## src/rtl/power_seq_pkg.sv

```systemverilog
// Shared types and constants for the board power sequencer: state encodings,
// fault_rail codes and rail indices into the pg / en_core vectors.
package power_seq_pkg;

  typedef enum logic [2:0] {
    S_OFF     = 3'd0,
    S_UP_0V9  = 3'd1,
    S_UP_0V95 = 3'd2,
    S_UP_1V8  = 3'd3,
    S_SETTLE  = 3'd4,
    S_ON      = 3'd5,
    S_DOWN    = 3'd6,
    S_FAULT   = 3'd7
  } state_t;

  localparam logic [1:0] FR_NONE = 2'd0;
  localparam logic [1:0] FR_0V9  = 2'd1;
  localparam logic [1:0] FR_0V95 = 2'd2;
  localparam logic [1:0] FR_1V8  = 2'd3;

  localparam int RAIL_0V9  = 0;
  localparam int RAIL_0V95 = 1;
  localparam int RAIL_1V8  = 2;

  function automatic int max3(input int a, input int b, input int c);
    int m;
    m = (a > b) ? a : b;
    return (m > c) ? m : c;
  endfunction

  // The lowest-numbered lost rail is reported when several drop together.
  function automatic logic [1:0] first_lost_code(input logic [2:0] lost);
    if (lost[RAIL_0V9])       return FR_0V9;
    else if (lost[RAIL_0V95]) return FR_0V95;
    else if (lost[RAIL_1V8])  return FR_1V8;
    else                      return FR_NONE;
  endfunction

endpackage

```

## src/rtl/sync_2ff.sv

```systemverilog
// Two-flop synchronizer for asynchronous level inputs (power-good lines,
// buttons). Output lags the input by two clock edges.
module sync_2ff #(
  parameter int WIDTH = 1
) (
  input  logic             clk,
  input  logic             reset,
  input  logic [WIDTH-1:0] d,
  output logic [WIDTH-1:0] q
);

  logic [WIDTH-1:0] meta;

  always_ff @(posedge clk or posedge reset) begin
    if (reset) begin
      meta <= '0;
      q    <= '0;
    end else begin
      meta <= d;
      q    <= meta;
    end
  end

endmodule

```

## src/rtl/power_sequencer.sv

```systemverilog
// Timed power-up/power-down sequencer: enables core rails in order, supervises
// power-good, releases FPGA config after settling and latches rail faults.
module power_sequencer
  import power_seq_pkg::*;
#(
  parameter int PG_TIMEOUT  = 500000,
  parameter int SETTLE_CYC  = 100000,
  parameter int OFF_GAP_CYC = 50000
) (
  input  logic       clk,
  input  logic       reset,
  input  logic       pwr_req,
  input  logic       fault_clr,
  input  logic [2:0] pg,
  output logic [2:0] en_core,
  output logic       en_aux,
  output logic       ncfg_release,
  output logic       pll_rst,
  output logic       pwr_good,
  output logic       fault,
  output logic [1:0] fault_rail,
  output logic [2:0] state
);

  localparam int TW = $clog2(max3(PG_TIMEOUT, SETTLE_CYC, OFF_GAP_CYC) + 1);
  localparam logic [TW-1:0] PG_LAST     = TW'(PG_TIMEOUT - 1);
  localparam logic [TW-1:0] SETTLE_LAST = TW'(SETTLE_CYC - 1);
  localparam logic [TW-1:0] GAP_LAST    = TW'(OFF_GAP_CYC - 1);
  localparam logic [TW-1:0] TIMER_MAX   = '1;
  localparam logic [TW-1:0] TIMER_ONE   = TW'(1);

  logic [2:0]    pg_s;
  state_t        state_q, state_n;
  logic [TW-1:0] timer_q, timer_n;
  logic [2:0]    step_q, step_n;
  logic [2:0]    en_core_n;
  logic          en_aux_n, ncfg_n, pll_rst_n, pwr_good_n, fault_n;
  logic [1:0]    fault_rail_n;
  logic [1:0]    cur_rail;
  logic [2:0]    good_mask, lost;
  logic          is_up, supervised, timed_out;

  sync_2ff #(.WIDTH(3)) u_pg_sync (
    .clk   (clk),
    .reset (reset),
    .d     (pg),
    .q     (pg_s)
  );

  assign state = state_q;

  // good_mask holds the rails already confirmed good; losing one is a fault.
  always_comb begin
    cur_rail   = 2'(RAIL_0V9);
    good_mask  = 3'b000;
    is_up      = 1'b0;
    supervised = 1'b0;
    case (state_q)
      S_UP_0V9:  begin cur_rail = 2'(RAIL_0V9);  good_mask = 3'b000; is_up = 1'b1; supervised = 1'b1; end
      S_UP_0V95: begin cur_rail = 2'(RAIL_0V95); good_mask = 3'b001; is_up = 1'b1; supervised = 1'b1; end
      S_UP_1V8:  begin cur_rail = 2'(RAIL_1V8);  good_mask = 3'b011; is_up = 1'b1; supervised = 1'b1; end
      S_SETTLE:  begin good_mask = 3'b111; supervised = 1'b1; end
      S_ON:      begin good_mask = 3'b111; supervised = 1'b1; end
      default:   begin end
    endcase
    lost      = good_mask & ~pg_s;
    timed_out = is_up && (timer_q == PG_LAST) && !pg_s[cur_rail];
  end

  always_comb begin
    state_n      = state_q;
    timer_n      = (timer_q == TIMER_MAX) ? timer_q : timer_q + TIMER_ONE;
    step_n       = step_q;
    en_core_n    = en_core;
    en_aux_n     = en_aux;
    ncfg_n       = ncfg_release;
    pll_rst_n    = pll_rst;
    pwr_good_n   = pwr_good;
    fault_n      = fault;
    fault_rail_n = fault_rail;

    if (supervised && ((|lost) || timed_out)) begin
      state_n      = S_FAULT;
      timer_n      = '0;
      en_core_n    = 3'b000;
      en_aux_n     = 1'b0;
      ncfg_n       = 1'b0;
      pll_rst_n    = 1'b1;
      pwr_good_n   = 1'b0;
      fault_n      = 1'b1;
      fault_rail_n = (|lost) ? first_lost_code(lost) : cur_rail + 2'd1;
    end else if (supervised && !pwr_req) begin
      state_n    = S_DOWN;
      timer_n    = '0;
      step_n     = 3'd0;
      ncfg_n     = 1'b0;
      pll_rst_n  = 1'b1;
      pwr_good_n = 1'b0;
    end else begin
      case (state_q)
        S_OFF: begin
          if (pwr_req) begin
            state_n   = S_UP_0V9;
            en_core_n = 3'b001;
            timer_n   = '0;
          end
        end
        S_UP_0V9, S_UP_0V95: begin
          if (pg_s[cur_rail]) begin
            state_n   = (state_q == S_UP_0V9) ? S_UP_0V95 : S_UP_1V8;
            en_core_n = {en_core[1:0], 1'b1};
            timer_n   = '0;
          end
        end
        S_UP_1V8: begin
          if (pg_s[RAIL_1V8]) begin
            state_n  = S_SETTLE;
            en_aux_n = 1'b1;
            timer_n  = '0;
          end
        end
        S_SETTLE: begin
          if (timer_q == SETTLE_LAST) begin
            state_n    = S_ON;
            ncfg_n     = 1'b1;
            pll_rst_n  = 1'b0;
            pwr_good_n = 1'b1;
            timer_n    = '0;
          end
        end
        // Each gap ends with one rail dropping; a fifth gap returns to OFF.
        S_DOWN: begin
          if (timer_q == GAP_LAST) begin
            timer_n = '0;
            step_n  = step_q + 3'd1;
            case (step_q)
              3'd0:    en_aux_n     = 1'b0;
              3'd1:    en_core_n[2] = 1'b0;
              3'd2:    en_core_n[1] = 1'b0;
              3'd3:    en_core_n[0] = 1'b0;
              default: begin
                state_n = S_OFF;
                step_n  = 3'd0;
              end
            endcase
          end
        end
        S_FAULT: begin
          if (fault_clr && !pwr_req) begin
            state_n      = S_OFF;
            fault_n      = 1'b0;
            fault_rail_n = FR_NONE;
            timer_n      = '0;
          end
        end
        default: begin end
      endcase
    end
  end

  always_ff @(posedge clk or posedge reset) begin
    if (reset) begin
      state_q      <= S_OFF;
      timer_q      <= '0;
      step_q       <= 3'd0;
      en_core      <= 3'b000;
      en_aux       <= 1'b0;
      ncfg_release <= 1'b0;
      pll_rst      <= 1'b1;
      pwr_good     <= 1'b0;
      fault        <= 1'b0;
      fault_rail   <= FR_NONE;
    end else begin
      state_q      <= state_n;
      timer_q      <= timer_n;
      step_q       <= step_n;
      en_core      <= en_core_n;
      en_aux       <= en_aux_n;
      ncfg_release <= ncfg_n;
      pll_rst      <= pll_rst_n;
      pwr_good     <= pwr_good_n;
      fault        <= fault_n;
      fault_rail   <= fault_rail_n;
    end
  end

endmodule

```

## config.mk

```make
export PLATFORM = sky130hd
export DESIGN_NAME = power_sequencer
export DESIGN_NICKNAME = d
export VERILOG_FILES = /design/src/rtl/power_seq_pkg.sv /design/src/rtl/sync_2ff.sv /design/src/rtl/power_sequencer.sv
export SDC_FILE = /design/constraint.sdc
export NUM_CORES = 1
export LEC_CHECK = 0
export BUFFER_PORTS_ARGS = -buffer_cell sky130_fd_sc_hd__buf_4
export CAP_MARGIN = 20
export CORE_MARGIN = 5
export CORE_UTILIZATION = 50
export CTS_BUF_LIST = sky130_fd_sc_hd__clkbuf_4 sky130_fd_sc_hd__clkbuf_8
export DETAILED_ROUTE_END_ITERATION = 8
export PLACE_DENSITY = 0.71
export SLEW_MARGIN = 30
export SYNTH_ARGS = -nofsm -noshare
export SYNTH_HDL_FRONTEND = slang
export SYNTH_SLANG_ARGS = --single-unit
```

## constraint.sdc

```tcl
create_clock -name clk -period 4.3 [get_ports clk]
set_input_delay 0.86 -clock clk [delete_from_list [all_inputs] [get_ports clk]]
set_output_delay 0.86 -clock clk [all_outputs]
set_load 0.03 [all_outputs]
```

Word-level counts from Yosys, hierarchy flattened:

Cells that the tools add are included.

* output and inout port bits: 13
* bits in registers: 40
* logic and storage cells: 148

* bitwise gates (word level): 3
* $add $sub $neg: 3
* reductions and logical operators: 33
* muxes and demuxes: 65
* eq/ne operators: 30
* order comparisons: 1

Operators by type and width (count)
* 2-to-1 mux 19 bit: 9
* one-hot mux 19 bit (6 select lines): 1
* 2-to-1 mux 3 bit: 17
* equality test 19 bit, second input constant: 2
* 2-to-1 mux 1 bit: 24
* != test 4 bit, second input constant: 6
* adder 19 x 1 -> 19 bit, second input constant: 1
* equality test 19 x 16 -> 1 bit, second input constant: 1
* equality test 19 x 17 -> 1 bit, second input constant: 1
* one-hot mux 3 bit (3 select lines): 2
* one-hot mux 3 bit (6 select lines): 1
* AND reduction 6 bit: 3
* 2-to-1 mux 2 bit: 8
* equality test 3 x 2 -> 1 bit, second input constant: 4
* equality test 3 bit, second input constant: 4
* != test 3 x 2 -> 1 bit, second input constant: 4
* != test 3 bit, second input constant: 4
* nonzero test 3 bit: 3
* AND reduction 8 bit: 1
* nonzero test 2 bit: 4
* nonzero test 8 bit: 1
* equality test 3 x 1 -> 1 bit, second input constant: 2
* logical NOT 3 bit: 2
* AND reduction 3 bit: 2
* other kinds (21): 28

Logic depth before layout (Yosys ltp):

* depth in word-level cells: 10
* depth in mapped cells: 12
* gate-level depth less buffers: 10

By module:

A second synthesis with hierarchy kept.

* cell total of the unflattened synthesis: 254
* area total of the unflattened synthesis: 2384.8 um^2

By module, submodules not included
* power_sequencer: seq. area each 852.1 um^2, instances 1, cells an instance 247, area each 2230.9 um^2
* sync_2ff: seq. area each 150.1 um^2, instances 1, cells an instance 7, area each 153.9 um^2

Least setup slack after synthesis:

No wires, ideal clock.

* kind: register -> register
* start point: register state_q[0], in the netlist state[0]
* end point: register timer_q[10]
* cell stages (with the launch flop): 12
* path buffers: 1
* slack: 1.359 ns
* arrival: 2.822 ns
* period minus slack after synthesis: 2.941 ns
* cells stage by stage: dfrtp_1 > clkinv_1 > nor3_1 > inv_1 > ha_1 > nand2_1 > o21ai_0 > a2111oi_1 > nor2_2 > o211ai_4 > buf_6 > nor2_1

* cells in the longest elaborated chain, start to end: 9

Ends and longest elaborated chain
* start, declared: RTL line power_sequencer.sv:33 `state_t state_q, state_n;`
* start signal, assigned: RTL line power_sequencer.sv:174 `state_q <= state_n;`
* branches (longest 8 deep; another with 2-to-1 mux 19 bit)
* 2-to-1 mux 19 bit *: RTL line power_sequencer.sv:82 `if (supervised && ((|lost) || timed_out)) begin`
* via timer_n[10]: RTL line power_sequencer.sv:34 `logic [TW-1:0] timer_q, timer_n;`
* end signal, assigned: RTL line power_sequencer.sv:175 `timer_q <= timer_n;`
* end, declared: RTL line power_sequencer.sv:34

Mark *: on every way through the listed nets, which the timed path passes. The select of a mux whose other input is x is not followed.
A chain may end at the register's enable or synchronous reset.

Worst setup path after layout:

* start point: register state_q[0], in the netlist state[0]
* end point: register timer_q[6]

Same word-level chain as after synthesis.

==> impl_results.md <==
* Highest Clock Rate at 0.293 GHz
* Max Cap Viol at 0
* Drt total wl at 4860 µm
* Fin Clk Skew at 0.00786 ns
* Slew HR at 45.4%
* Post-synth top area share at 42.3%
* Number of H-tree levels at 2
* CTS tree: yes
* Fin crit period at 3.42 ns
* P&R area growth vs syn at 10.5%
* Via density at 5.87
* Cell accounting for the most synthesized area: dfrtp_1
* Design Area, Final at 2550 µm²
* TritonCTS Buffers at 5
* Worst Path Max Fanout at 19
* Latest clock arrival within the worst-skew pair at 0.30 ns
* Drt drc at 0
* Post-DR wirelength/cell at 15.1 µm
* WHS at 0.352 ns
* Synth top area cells: dfrtp_1, nor2_1, ha_1, a21oi_1, xnor2_1
* Critical Path Source Type: flip-flop
* Flop2flop setup slack at 0.88 ns
* Starting density of the core at 52.2%
* Hpwl dp at 3530 µm
* Row count at 24
* 1st-iter DRT viols at 186
* Antenna Nets Post-Route at 0
* First-pass GRT wire length at 8740 µm
* CP peak stage delay at 0.78 ns
* Pin count of the biggest net entering global routing at 31
* Final cell utilization of the core at 57.7%
* Yosys warns at 0
* Final global-route overflow total at 0
* Cells after Synth at 250
* Most instantiated library cell after synthesis: dfrtp_1
* Mapped Area at 2300 µm²
* Ys async rst share at 100%
* Clock slew at reported path FFs at 0.08 ns
* Mean area per synthesized cell at 9.22 µm²
* Crit path capture type: flip-flop
* Layout net count at 283
* Clk sinks at 40
* Initial antenna violation count at 0
* EDFF count, synth at 0
* Endpoints failing setup at 0
* Die Height at 77.9 µm
* Vias in the first global route at 1,880
* Synthesized flop and latch total at 40
* Fin Setup TNS at 0 ns
* Crit share post-route at 79.5%
* Worst path cell trace: clkinv_1 > nor3_1 > inv_1 > ha_1 > nand2_1 > o21ai_0 > a2111oi_1 > nor2_2 > o211ai_4 > nor3_1
* Post-synthesis sequential area ratio at 43.5%
* Cts repair resizes at 0
* Setup Crit Path Kind: reg2reg
* Worst path required time at 4.47 ns
* Clock Tree Root: clkbuf_8
* DIE AREA at 6070 µm²
* Syn Nets at 264
* Worst-Margin Slew at 0.817 ns
* Status: completed
* Antenna cells at 0
* Core Footprint at 4410 µm²
* Commonest cells in the netlist: dfrtp_1, nor2_1, nand2_1
* Cell mode on critical path: nor3_1
* Share of cells above drive strength 1 at 14.1%
* Slowest CP cell: a2111oi_1
* Slew Viols, Final at 0
* CP top delay family: compound AO/OA/AOI/OAI gates
* PortBufs at 19
* Pre-antenna DRT Iters at 5
* Post-placement cell area at 2450 µm²
* GRT Util Overall at 17.7%
* Most used DFF post-synth: dfrtp_1
* Total power at 0.00127 W
* Vias at 1,891
* I/O pin count at 20
* Final hold violation count at 0
* WP buf/inv at 2
* Placer Congestion at 0.921
* P_leak at 1.09 nW
* Crit path arrival time at 3.58 ns
* Max clock buf depth at 2
* Hold crit path type: reg2reg
* Unique masters post-synth at 55
* Power Dens Cells at 499 nW/µm²
* Worst VDD drop at 0.000190 V
* Post CTS Setup Buffer Count at 0
* Chip Width at 77.9 µm
* Quantity of hold-fixing buffers added after cts at 0
* RSZ-0062 raised after global routing: no
cell families (layout without fill, tap and decap cells):
logic type	Yosys count	in the layout	share of synthesized area (%)
XOR/XNOR	15	15	5.70
AND/OR/NAND/NOR	110	110	25.1
AO/OA/AOI/OAI	54	54	15.7
multiplexers	2	2	0.869
buffers and inverters	22	42	5.32
adder cells (fa/ha/maj)	7	7	3.80
flip-flops	40	40	43.5
power breakdown:
group	switching, W	internal (W)
registers	0.0000752	0.000428
clock network	0.000130	0.000137
logic	0.000318	0.000183
total	0.000523	0.000747
through the flow:
step / std cells / worst slack [ns]
2_1_floorplan: 250 / 1.36
3_3_place_gp: 314 / 1.06
3_5_place_dp: 314 / 0.908
4_1_cts: 322 / 0.885
5_1_grt: 322 / 0.467
6_report: 322 / 0.883
area by class of cell:
type | instances | area [µm²]
multi-input cells | 188 | 1180
repair buffers | 20 | 150
clock inverters | 1 | 7.51
fillers | 399 | 1870
well taps | 52 | 65.1
inverters | 14 | 52.6
flip-flops and latches | 40 | 1000
clock buffers | 7 | 90.1
sequential cells by signal, indices dropped and copies added (netlist names):
register / count
timer_q: 19
en_core: 3
state: 3
step_q: 3
u_pg_sync.meta: 3
u_pg_sync.q: 3
fault_rail: 2
en_aux: 1
fault: 1
pll_rst: 1
pwr_good: 1
layer usage:
layer / part of all wire [%] / track usage [%] / routed length [µm]
met3: 5.5 / 4.40 / 267
met1: 44 / 22.5 / 2120
met5: 0 / 0 / 0
met4: 2.4 / 8.28 / 117
met2: 48 / 28.2 / 2350
placed cells by master, fill, tap and decap left out, types with 4 or more instances in the layout:
cell type and instances:
dfrtp_1 39, nor2_1 29, buf_4 20, nand2_1 19, a21oi_1 16, inv_1 12
o21ai_0 12, nand3_1 12, xnor2_1 9, nor3_1 7, ha_1 7, nand4_1 6
xor2_1 6, clkbuf_8 6, nor2b_1 5, or3_1 5, and3_1 5, nand3b_1 4
path summary, 6_finish.rpt:
kind	start	to	cells after the start
setup / recovery	state[0]$_DFFE_PP0P_	timer_q[6]$_DFF_PP0_	10
hold / removal	u_pg_sync.meta[1]$_DFF_PP0_	u_pg_sync.q[1]$_DFF_PP0_	0
setup reg to reg	state[0]$_DFFE_PP0P_	timer_q[6]$_DFF_PP0_	10
hold reg to reg	u_pg_sync.meta[1]$_DFF_PP0_	u_pg_sync.q[1]$_DFF_PP0_	0
max in group asynchronous	reset	step_q[0]$_DFFE_PP0P_	3
min in group asynchronous	reset	timer_q[0]$_DFF_PP0_	2
(Power assumes the default switching activity.)
